## src/rtl/elite_spi_7seg_rx.sv

```systemverilog
// SPI mode-0 slave feeding the 7-segment display word; echoes the previous byte on MISO.
// SPI pins are oversampled in the CLOCK_50 domain through a synchronizer and edge detector.
module elite_spi_7seg_rx #(
  parameter int SYNC_STAGES = 2,
  parameter int DATA_W      = 8
) (
  input  logic              CLOCK_50,
  input  logic              Reset_SPI,
  input  logic              SPI_SCLK,
  input  logic              SPI_CS_N,
  input  logic              SPI_MOSI,
  output logic              SPI_MISO,
  output logic              SPI_MISO_OE,
  output logic [DATA_W-1:0] Elite_7Seg_Disp_Word,
  output logic              Elite_7Seg_Set_Flag,
  output logic              SPI_Frame_Err
);

  localparam int CNT_W = (DATA_W > 2) ? $clog2(DATA_W) : 1;
  localparam logic [CNT_W-1:0] LAST_BIT = CNT_W'(DATA_W - 1);

  typedef enum logic [1:0] {
    WAIT_IDLE,
    IDLE,
    ACTIVE
  } state_t;

  logic [SYNC_STAGES-1:0] sclkSync_q;
  logic [SYNC_STAGES-1:0] csSync_q;
  logic [SYNC_STAGES-1:0] mosiSync_q;
  logic                   sclkPrev_q;
  logic                   csPrev_q;

  state_t                 state_q;
  logic [CNT_W-1:0]       cnt_q;
  logic [DATA_W-2:0]      rxShift_q;
  logic [DATA_W-1:0]      tx_q;
  logic [DATA_W-1:0]      dispWord_q;
  logic                   setFlag_q;
  logic                   frameErr_q;
  logic                   misoOe_q;
  logic                   byteDone_q;

  logic                   sclkS;
  logic                   csS;
  logic                   mosiS;
  logic                   sclkRise;
  logic                   sclkFall;
  logic                   csRise;
  logic                   csFall;
  logic [DATA_W-1:0]      rxByte_d;
  logic [CNT_W-1:0]       cntInc_d;

  // CS_N synchronizer resets to "selected" so a frame already in progress is never mistaken for a new one.
  always_ff @(posedge CLOCK_50) begin
    if (Reset_SPI) begin
      sclkSync_q <= '0;
      csSync_q   <= '0;
      mosiSync_q <= '0;
      sclkPrev_q <= 1'b0;
      csPrev_q   <= 1'b0;
    end else begin
      sclkSync_q <= {sclkSync_q[SYNC_STAGES-2:0], SPI_SCLK};
      csSync_q   <= {csSync_q[SYNC_STAGES-2:0], SPI_CS_N};
      mosiSync_q <= {mosiSync_q[SYNC_STAGES-2:0], SPI_MOSI};
      sclkPrev_q <= sclkS;
      csPrev_q   <= csS;
    end
  end

  assign sclkS    = sclkSync_q[SYNC_STAGES-1];
  assign csS      = csSync_q[SYNC_STAGES-1];
  assign mosiS    = mosiSync_q[SYNC_STAGES-1];
  assign sclkRise = sclkS & ~sclkPrev_q;
  assign sclkFall = ~sclkS & sclkPrev_q;
  assign csRise   = csS & ~csPrev_q;
  assign csFall   = ~csS & csPrev_q;

  assign rxByte_d = {rxShift_q, mosiS};
  assign cntInc_d = cnt_q + 1'b1;

  always_ff @(posedge CLOCK_50) begin
    if (Reset_SPI) begin
      state_q    <= WAIT_IDLE;
      cnt_q      <= '0;
      rxShift_q  <= '0;
      tx_q       <= '0;
      dispWord_q <= '0;
      setFlag_q  <= 1'b0;
      frameErr_q <= 1'b0;
      misoOe_q   <= 1'b0;
      byteDone_q <= 1'b0;
    end else begin
      setFlag_q  <= 1'b0;
      frameErr_q <= 1'b0;
      case (state_q)
        WAIT_IDLE: begin
          if (csS) begin
            state_q <= IDLE;
          end
        end
        IDLE: begin
          if (csFall) begin
            tx_q       <= dispWord_q;
            cnt_q      <= '0;
            rxShift_q  <= '0;
            byteDone_q <= 1'b0;
            misoOe_q   <= 1'b1;
            state_q    <= ACTIVE;
          end
        end
        ACTIVE: begin
          // Deselect takes priority over a coincident SCLK edge.
          if (csRise) begin
            state_q    <= IDLE;
            misoOe_q   <= 1'b0;
            frameErr_q <= (cnt_q != '0);
            cnt_q      <= '0;
          end else if (sclkRise) begin
            rxShift_q <= rxByte_d[DATA_W-2:0];
            if (cnt_q == LAST_BIT) begin
              dispWord_q <= rxByte_d;
              setFlag_q  <= 1'b1;
              byteDone_q <= 1'b1;
              cnt_q      <= '0;
            end else begin
              cnt_q <= cntInc_d;
            end
          end else if (sclkFall) begin
            if ((cnt_q == '0) && byteDone_q) begin
              tx_q <= dispWord_q;
            end else begin
              tx_q <= {tx_q[DATA_W-2:0], 1'b0};
            end
          end
        end
        default: begin
          state_q <= WAIT_IDLE;
        end
      endcase
    end
  end

  assign SPI_MISO             = misoOe_q & tx_q[DATA_W-1];
  assign SPI_MISO_OE          = misoOe_q;
  assign Elite_7Seg_Disp_Word = dispWord_q;
  assign Elite_7Seg_Set_Flag  = setFlag_q;
  assign SPI_Frame_Err        = frameErr_q;

endmodule

```

## config.mk

```make
export PLATFORM = sky130hd
export DESIGN_NAME = elite_spi_7seg_rx
export DESIGN_NICKNAME = d
export VERILOG_FILES = /design/src/rtl/elite_spi_7seg_rx.sv
export SDC_FILE = /design/constraint.sdc
export NUM_CORES = 1
export LEC_CHECK = 0
export BUFFER_PORTS_ARGS = -buffer_cell sky130_fd_sc_hd__buf_4
export CORE_UTILIZATION = 51
export DETAILED_ROUTE_END_ITERATION = 8
export PLACE_DENSITY_LB_ADDON = 0.05
export SYNTH_ARGS = -nofsm -noshare
export SYNTH_HDL_FRONTEND = slang
export SYNTH_SLANG_ARGS = --single-unit
export TNS_END_PERCENT = 1
```

## constraint.sdc

```tcl
create_clock -name CLOCK_50 -period 1.7 [get_ports CLOCK_50]
set_input_delay 0.34 -clock CLOCK_50 [delete_from_list [all_inputs] [get_ports CLOCK_50]]
set_output_delay 0.34 -clock CLOCK_50 [all_outputs]
set_load 0.02 [all_outputs]
```

==> metrics.json, run 1 <==
{
  "sta": {
    "grt_setup_unrepaired": "false",
    "worst_clock_skew_ns": 0.00964,
    "portion_of_the_clock_cycle_consumed_by_the_worst_path_in_the_final_layout_pct": 94.8,
    "min_clock_period_post_route_ns": 1.61,
    "max_slew.worst_pin.slew_ns": 0.625,
    "final-max-slew-violation-count": 0,
    "finalSetupViolCount": 0,
    "hold_ws_ns": 0.206,
    "tns_ns": 0,
    "slew_headroom_pct": 58.1,
    "maxClockFrequency_mhz": 621,
    "timing_hold_violations_final": 0
  },
  "hold_path": {
    "timing.hold.worst.class": "in2reg"
  },
  "routing": {
    "first_iter_violations": 76,
    "route.vias.total": 1282,
    "vias_per_cell": 5.34,
    "route.detailed.drc": 0,
    "met2_length_um": 1430,
    "highest-signal-layer": "met4",
    "drt-wirelength-per-cell_um": 13.3,
    "antenna_viol_nets_final": 0,
    "route.layer.met1.wl_um": 1590,
    "wl_met3_um": 120,
    "detail_route.first_pass.iterations": 4,
    "finalWirelength_um": 3180
  },
  "logic_synthesis": {
    "synth_top_flop_cell": "sky130_fd_sc_hd__dfxtp_1",
    "synth_cells": 175,
    "synth_seq_area_share_pct": 48.5,
    "synth_top_area_cell": "sky130_fd_sc_hd__dfxtp_1",
    "ys_types": 37,
    "synth.avg_cell_area_um2": 9.44,
    "flip_flop_and_latch_count_after_synthesis": 40,
    "synth_top_area_share_pct": 48.5,
    "synth_area_leaders": "sky130_fd_sc_hd__dfxtp_1 48%, sky130_fd_sc_hd__nand3_1 7.6%, sky130_fd_sc_hd__a21oi_1 6.1%",
    "mappedNetlistArea_um2": 1650,
    "synth_warnings": 0,
    "synth_fp_nets": 183,
    "ys_async_sr_fraction_pct": 0,
    "synth_edf_count": 0
  },
  "final_layout": {
    "ff_latch_area_um2": 801,
    "n_antenna_cell": 0,
    "final_util_pct": 63.8,
    "layout_commonest_cell": "sky130_fd_sc_hd__dfxtp_1",
    "post_synthesis_to_final_layout_area_growth_pct": 17.9,
    "multi_input_gate_area_in_the_final_layout_um2": 807,
    "fill_cells": 271,
    "layout.cells.most_common_list": "40 x sky130_fd_sc_hd__dfxtp_1, 25 x sky130_fd_sc_hd__nand3_1, 24 x sky130_fd_sc_hd__buf_4, 20 x sky130_fd_sc_hd__a21oi_1, 12 x sky130_fd_sc_hd__nand2_1",
    "layout.nets": 203,
    "drive_gt1_share_pct": 23.0
  },
  "floorplan": {
    "num_io_pins": 17,
    "dieWidth_um": 58.9,
    "row_count": 20,
    "design.core.area_um2": 3050,
    "floorplan.initialDensity_pct": 54.1,
    "design.die.area_um2": 3470,
    "fp.dieH_um": 58.9
  },
  "placement": {
    "gpl.final_weighted_congestion": 0.716,
    "numPortBuffers": 16,
    "dp.final_hpwl_um": 2200
  },
  "power": {
    "vdd_ir_drop_max_uv": 545,
    "power-per-cell-area_nw_per_um2": 778,
    "leakagePower_nw": 0.701
  },
  "clock_network": {
    "clkLatencyLatePin_ns": 0.34,
    "path_clk_slew_ns": 0.11,
    "clock_tree_from_tritoncts": "done",
    "max-clock-path-buffers": 2,
    "post-cts-setup-buffers": 0,
    "total_cts_buffers": 5,
    "cts_htree_levels": 2,
    "cts_root_buf": "sky130_fd_sc_hd__clkbuf_4",
    "post_cts_hold_buffer_count": 0,
    "cts.sinks": 40,
    "cts_repair_resize_count": 0
  },
  "worst_setup_path": {
    "start_kind": "flip-flop",
    "required_time_at_the_endpoint_of_the_critical_path_ns": 1.99,
    "crit_type": "reg2reg",
    "cp-end-kind": "flip-flop",
    "critical_path.max_fanout": 3,
    "r2r_slack_ns": 0.09,
    "worstPathArrival_ns": 1.90
  },
  "global_route": {
    "grt_first_pass_wirelength_um": 5300,
    "antenna_found_initial": 0,
    "track_usage_pct": 21.0,
    "largest_net_degree_at_the_start_of_global_routing": 43,
    "globalRoute.totalOverflow": 0,
    "first_global_vias": 1126
  },
  "run_status": {
    "run_status": "finished, final reports clean"
  },
  "flow_run": {
    "max-cap-violations": 0
  }
}
==> cell usage after synthesis, types with 2 or more instances <==
master and count:
sky130_fd_sc_hd__a21o_1 2, sky130_fd_sc_hd__a21oi_1 20, sky130_fd_sc_hd__nor2b_1 10, sky130_fd_sc_hd__dfxtp_1 40
sky130_fd_sc_hd__clkbuf_1 3, sky130_fd_sc_hd__nand3_1 25, sky130_fd_sc_hd__nor3b_1 2, sky130_fd_sc_hd__nor2_1 9
sky130_fd_sc_hd__nand2_1 12, sky130_fd_sc_hd__buf_2 5, sky130_fd_sc_hd__ha_1 3, sky130_fd_sc_hd__inv_1 6
sky130_fd_sc_hd__a41o_1 2, sky130_fd_sc_hd__mux2i_1 7, sky130_fd_sc_hd__a2111oi_0 2, sky130_fd_sc_hd__a211oi_2 2
sky130_fd_sc_hd__a211oi_1 5
==> report_power, final <==
group | total, W | leakage, nW | switching (W) | internal (W)
logic | 0.0000607 | 0.340 | 0.0000341 | 0.0000266
registers | 0.000958 | 0.324 | 0.00000939 | 0.000949
clock network | 0.000496 | 0.0380 | 0.000299 | 0.000197
==> final cells by class <==
cell class | instances | share of cell area [%]
multi-input combinational | 117 | 41.5
sequential | 40 | 41.1
timing repair buffer | 25 | 10.3
tap | 44 | 2.83
clock buffer | 6 | 2.63
inverter | 6 | 1.16
clock inverter | 2 | 0.514
==> worst paths after layout <==
path,to,start,cells past startpoint
hold / removal,sclkSync_q[0],SPI_SCLK,2
setup reg to reg,cnt_q[0],cnt_q[0],5
hold reg to reg,sclkSync_q[1],sclkSync_q[0],1
setup / recovery,cnt_q[0],cnt_q[0],5
==> per-stage QoR <==
step | instance area, um^2 | total power (W) | worst slack (ns) | std cells
3_5_place_dp | 1870 | 0.00104 | 0.103 | 231
6_report | 1950 | 0.00152 | 0.0885 | 240
5_1_grt | 1950 | 0.00160 | 0.0280 | 240
3_3_place_gp | 1870 | 0.00104 | 0.160 | 231
4_1_cts | 1930 | 0.00152 | 0.0763 | 239
2_1_floorplan | 1700 | 0.00102 | 0.00998 | 175
==> critical path: stages, from the launching register on <==
cell	delay, ns
sky130_fd_sc_hd__dfxtp_1	0.35
sky130_fd_sc_hd__ha_1	0.20
sky130_fd_sc_hd__ha_1	0.20
sky130_fd_sc_hd__or3_4	0.37
sky130_fd_sc_hd__a2111oi_4	0.32
sky130_fd_sc_hd__a41o_1	0.13
==> per-layer routing <==
layer  GRT usage (%)  up-vias
met5               0        -
met4            7.14        0
met3            7.25        6
met2            30.4       20
met1            29.1      603
li1                -      653
==> registers in the layout, indices dropped and copies added, names as in the netlist, 2 cells and up <==
| register | count |
|---|---|
| Elite_7Seg_Disp_Word | 8 |
| tx_q | 8 |
| rxShift_q | 7 |
| cnt_q | 3 |
| csSync_q | 2 |
| mosiSync_q | 2 |
| sclkSync_q | 2 |
| state_q | 2 |
==> logic make-up (layout without fill, tap and decap cells) <==
kind of cell             Yosys count  in the layout  share of synthesized area [%]
buffers and inverters             18             39                           5.23
AND/OR/NAND/NOR                   69             69                           22.9
flip-flops                        40             40                           48.5
AO/OA/AOI/OAI                     38             38                           16.9
adder cells (fa/ha/maj)            3              3                           2.27
multiplexers                       7              7                           4.24
Power figures use the tool's default switching activity.
==> run 2: changes to the inputs <==
--- a/config.mk
+++ b/config.mk
@@ -7,8 +7,10 @@
 export LEC_CHECK = 0
 export BUFFER_PORTS_ARGS = -buffer_cell sky130_fd_sc_hd__buf_4
 export CORE_UTILIZATION = 51
+export CTS_CLUSTER_SIZE = 20
 export DETAILED_ROUTE_END_ITERATION = 8
 export PLACE_DENSITY_LB_ADDON = 0.05
+export SETUP_SLACK_MARGIN = 0.5
 export SYNTH_ARGS = -nofsm -noshare
 export SYNTH_HDL_FRONTEND = slang
 export SYNTH_SLANG_ARGS = --single-unit
==> run 2 against run 1 <==
Against the previous run: clock-buffer cell count increased by 1; die area did not move; register-to-register slack better by 0.12 ns; clock power increased by 3%; setup slack better by 0.12 ns; largest cell class unchanged; largest power group unchanged; highest routed layer unchanged.
==> metrics.json, run 2 (synthesis results as in run 1) <==
{
  "global_route": {
    "largest_net_degree_at_the_start_of_global_routing": {"value": 25, "change": "was 43"},
    "antenna_found_initial": {"value": 0, "change": "unchanged"},
    "globalRoute.totalOverflow": {"value": 0, "change": "unchanged"},
    "first_global_vias": {"value": 1174, "change": "was 1126"},
    "grt_first_pass_wirelength": {"value": 5290, "unit": "um", "change": "was 5300 um"},
    "track_usage": {"value": 20.4, "unit": "%", "change": "was 21.0%"}
  },
  "power": {
    "power.share.combinational": {"value": 4.0, "unit": "%", "change": "about the same"},
    "power-per-cell-area": {"value": 775, "unit": "nW/um^2", "change": "was 778 nW/um^2"},
    "power.sequential.fraction": {"value": 62.5, "unit": "%", "change": "was 63.2%"},
    "power_spent_charging_and_discharging_nets": {"value": 0.000353, "unit": "W", "change": "was 0.000343 W"},
    "power_report.internal_total": {"value": 0.00118, "unit": "W", "change": "was 0.00117 W"},
    "sw_frac_of_total": {"value": 23.1, "unit": "%", "change": "was 22.6%"},
    "leakagePower": {"value": 0.695, "unit": "nW", "change": "was 0.701 nW"},
    "vdd_ir_drop_max": {"value": 655, "unit": "uV", "change": "was 545 uV"},
    "clkPwrFrac": {"value": 33.5, "unit": "%", "change": "was 32.8%"}
  },
  "routing": {
    "detail_route.first_pass.iterations": {"value": 4, "change": "unchanged"},
    "vias_per_cell": {"value": 5.33, "change": "was 5.34"},
    "route.detailed.drc": {"value": 0, "change": "unchanged"},
    "first_iter_violations": {"value": 74, "change": "was 76"},
    "finalWirelength": {"value": 3120, "unit": "um", "change": "was 3180 um"},
    "drt-wirelength-per-cell": {"value": 13.0, "unit": "um", "change": "was 13.3 um"},
    "antenna_viol_nets_final": {"value": 0, "change": "unchanged"},
    "route.vias.total": {"value": 1279, "change": "was 1282"}
  },
  "worst_setup_path": {
    "required_time_at_the_endpoint_of_the_critical_path": {"value": 2.00, "unit": "ns", "change": "was 1.99 ns"},
    "start_kind": {"value": "flip-flop", "change": "unchanged"},
    "critical_path_buf_inv_count": {"value": 0, "change": "unchanged"},
    "crit_family": {"value": "simple AND/OR/NAND/NOR gates", "change": "was compound AO/OA/AOI/OAI gates"},
    "crit_type": {"value": "reg2reg", "change": "unchanged"},
    "critical_path.max_fanout": {"value": 3, "change": "unchanged"},
    "crit_chain": {"value": "ha_4 -> ha_2 -> or3_4 -> a2111oi_4 -> a41o_1", "change": "was ha_1 -> ha_1 -> or3_4 -> a2111oi_4 -> a41o_1"},
    "cp-end-kind": {"value": "flip-flop", "change": "unchanged"},
    "critical-path-slowest-cell": {"value": "sky130_fd_sc_hd__or3_4", "change": "unchanged"},
    "worstPathArrival": {"value": 1.79, "unit": "ns", "change": "was 1.90 ns"},
    "critPathMaxStageDelay": {"value": 0.42, "unit": "ns", "change": "was 0.37 ns"}
  },
  "clock_network": {
    "total_cts_buffers": {"value": 5, "change": "unchanged"},
    "path_clk_slew": {"value": 0.11, "unit": "ns", "change": "about the same"},
    "clock_tree_from_tritoncts": {"value": "done", "change": "unchanged"},
    "cts_htree_levels": {"value": 2, "change": "unchanged"},
    "clkLatencyLatePin": {"value": 0.36, "unit": "ns", "change": "was 0.34 ns"},
    "max-clock-path-buffers": {"value": 2, "change": "unchanged"},
    "post_cts_hold_buffer_count": {"value": 0, "change": "unchanged"},
    "cts.sinks": {"value": 40, "change": "unchanged"},
    "cts_root_buf": {"value": "sky130_fd_sc_hd__clkbuf_4", "change": "unchanged"}
  },
  "hold_path": {
    "timing.hold.worst.class": {"value": "in2reg", "change": "unchanged"}
  },
  "final_layout": {
    "post_synthesis_to_final_layout_area_growth": {"value": 19.6, "unit": "%", "change": "was 17.9%"},
    "n_antenna_cell": {"value": 0, "change": "unchanged"},
    "multi_input_gate_area_in_the_final_layout": {"value": 828, "unit": "um^2", "change": "was 807 um^2"},
    "finalNonFillerCells": {"value": 240, "change": "unchanged"},
    "fill_cells": {"value": 262, "change": "was 271"},
    "drive_gt1_share": {"value": 26.0, "unit": "%", "change": "was 23.0%"},
    "layout_commonest_cell": {"value": "sky130_fd_sc_hd__dfxtp_1", "change": "unchanged"},
    "layout.cells.most_common_list": {"value": "37 x sky130_fd_sc_hd__dfxtp_1, 25 x sky130_fd_sc_hd__nand3_1, 24 x sky130_fd_sc_hd__buf_4, 20 x sky130_fd_sc_hd__a21oi_1, 12 x sky130_fd_sc_hd__nand2_1", "change": "was 40 x sky130_fd_sc_hd__dfxtp_1, 25 x sky130_fd_sc_hd__nand3_1, 24 x sky130_fd_sc_hd__buf_4, 20 x sky130_fd_sc_hd__a21oi_1, 12 x sky130_fd_sc_hd__nand2_1"},
    "layout.nets": {"value": 203, "change": "unchanged"},
    "ff_latch_area": {"value": 807, "unit": "um^2", "change": "was 801 um^2"}
  },
  "flow_run": {
    "max-cap-violations": {"value": 0, "change": "unchanged"}
  },
  "floorplan": {
    "row_count": {"value": 20, "change": "unchanged"},
    "dieWidth": {"value": 58.9, "unit": "um", "change": "unchanged"},
    "floorplan.initialDensity": {"value": 54.1, "unit": "%", "change": "unchanged"},
    "design.core.area": {"value": 3050, "unit": "um^2", "change": "unchanged"},
    "fp.dieH": {"value": 58.9, "unit": "um", "change": "unchanged"},
    "num_io_pins": {"value": 17, "change": "unchanged"},
    "design.die.area": {"value": 3470, "unit": "um^2", "change": "unchanged"}
  },
  "placement": {
    "dp.final_hpwl": {"value": 2190, "unit": "um", "change": "was 2200 um"},
    "gpl.final_weighted_congestion": {"value": 0.730, "change": "was 0.716"},
    "numPortBuffers": {"value": 16, "change": "unchanged"},
    "dp.cells": {"value": 230, "change": "was 231"}
  },
  "sta": {
    "final-max-slew-violation-count": {"value": 0, "change": "unchanged"},
    "min_clock_period_post_route": {"value": 1.49, "unit": "ns", "change": "was 1.61 ns"},
    "tns": {"value": 0, "unit": "ns", "change": "unchanged"},
    "maxClockFrequency": {"value": 670, "unit": "MHz", "change": "was 621 MHz"},
    "grt_setup_unrepaired": {"value": "true", "change": "was false"},
    "slew_headroom": {"value": 72.6, "unit": "%", "change": "was 58.1%"},
    "timing_hold_violations_final": {"value": 0, "change": "unchanged"},
    "finalSetupViolCount": {"value": 0, "change": "unchanged"},
    "worst_clock_skew": {"value": 0.0108, "unit": "ns", "change": "was 0.00964 ns"},
    "portion_of_the_clock_cycle_consumed_by_the_worst_path_in_the_final_layout": {"value": 87.8, "unit": "%", "change": "was 94.8%"},
    "max_slew.worst_pin.slew": {"value": 0.411, "unit": "ns", "change": "was 0.625 ns"}
  },
  "run_status": {
    "run_status": {"value": "finished, final reports clean", "change": "unchanged"}
  }
}
-- run 2: cell count changes in the layout (fill, tap and decap cells not counted), sizes merged --
cell	delta
clkinv	-2
clkbuf	+1
clkinvlp	+1
-- run 2: routing by layer --
metal  part of all wire, %  global-route usage [%]  wire length (um)
met1                    50                    26.4              1570
met2                    44                    31.2              1360
met3                   4.1                    5.93               127
met4                   1.9                    9.86                58
met5                     0                       0                 0
-- run 2: what timing repair did --
action                     CTS  global route
resized for setup            3             2
setup endpoints to repair   38            39
gates cloned                 0             0
setup buffers                2             0
pin swaps                    3             0
-- run 2: power groups by stage --
stage / combinational (W) / sequential, W / clock (W)
floorplan: 0.0000422 / 0.000977 / 0
global placement: 0.0000590 / 0.000979 / 0
detailed placement: 0.0000608 / 0.000979 / 0
CTS: 0.0000619 / 0.000957 / 0.000532
finish: 0.0000615 / 0.000957 / 0.000512
global route: 0.0000672 / 0.000959 / 0.000562
-- run 2: per-stage QoR --
step	area [um^2]	worst slack [ns]	power, W	util (%)	hold slack [ns]
finish	1980	0.207	0.00153	64.7	0.196
global route	1980	0.132	0.00159	64.7	0.178
CTS	1970	0.200	0.00155	64.6	0.179
detailed placement	1870	0.0975	0.00104	61.4	0.424
global placement	1870	0.149	0.00104	61.4	0.422
floorplan	1720	0.141	0.00102	-	0.414
-- run 2: final timing paths --
kind | from | endpoint | slack [ns] | depth (start not counted)
setup / recovery | cnt_q[0] | cnt_q[1] | 0.21 | 5
hold / removal | SPI_SCLK | sclkSync_q[0] | 0.20 | 2
setup reg to reg | cnt_q[0] | cnt_q[1] | 0.21 | 5
hold reg to reg | mosiSync_q[0] | mosiSync_q[1] | 0.45 | 1
-- run 2: final cells by class --
cell class	count	area share, %
clock inverters	1	0.380
clock buffers	7	2.79
multi-input cells	117	41.9
well taps	44	2.79
repair buffers	25	10.1
flip-flops and latches	40	40.8
inverters	6	1.14
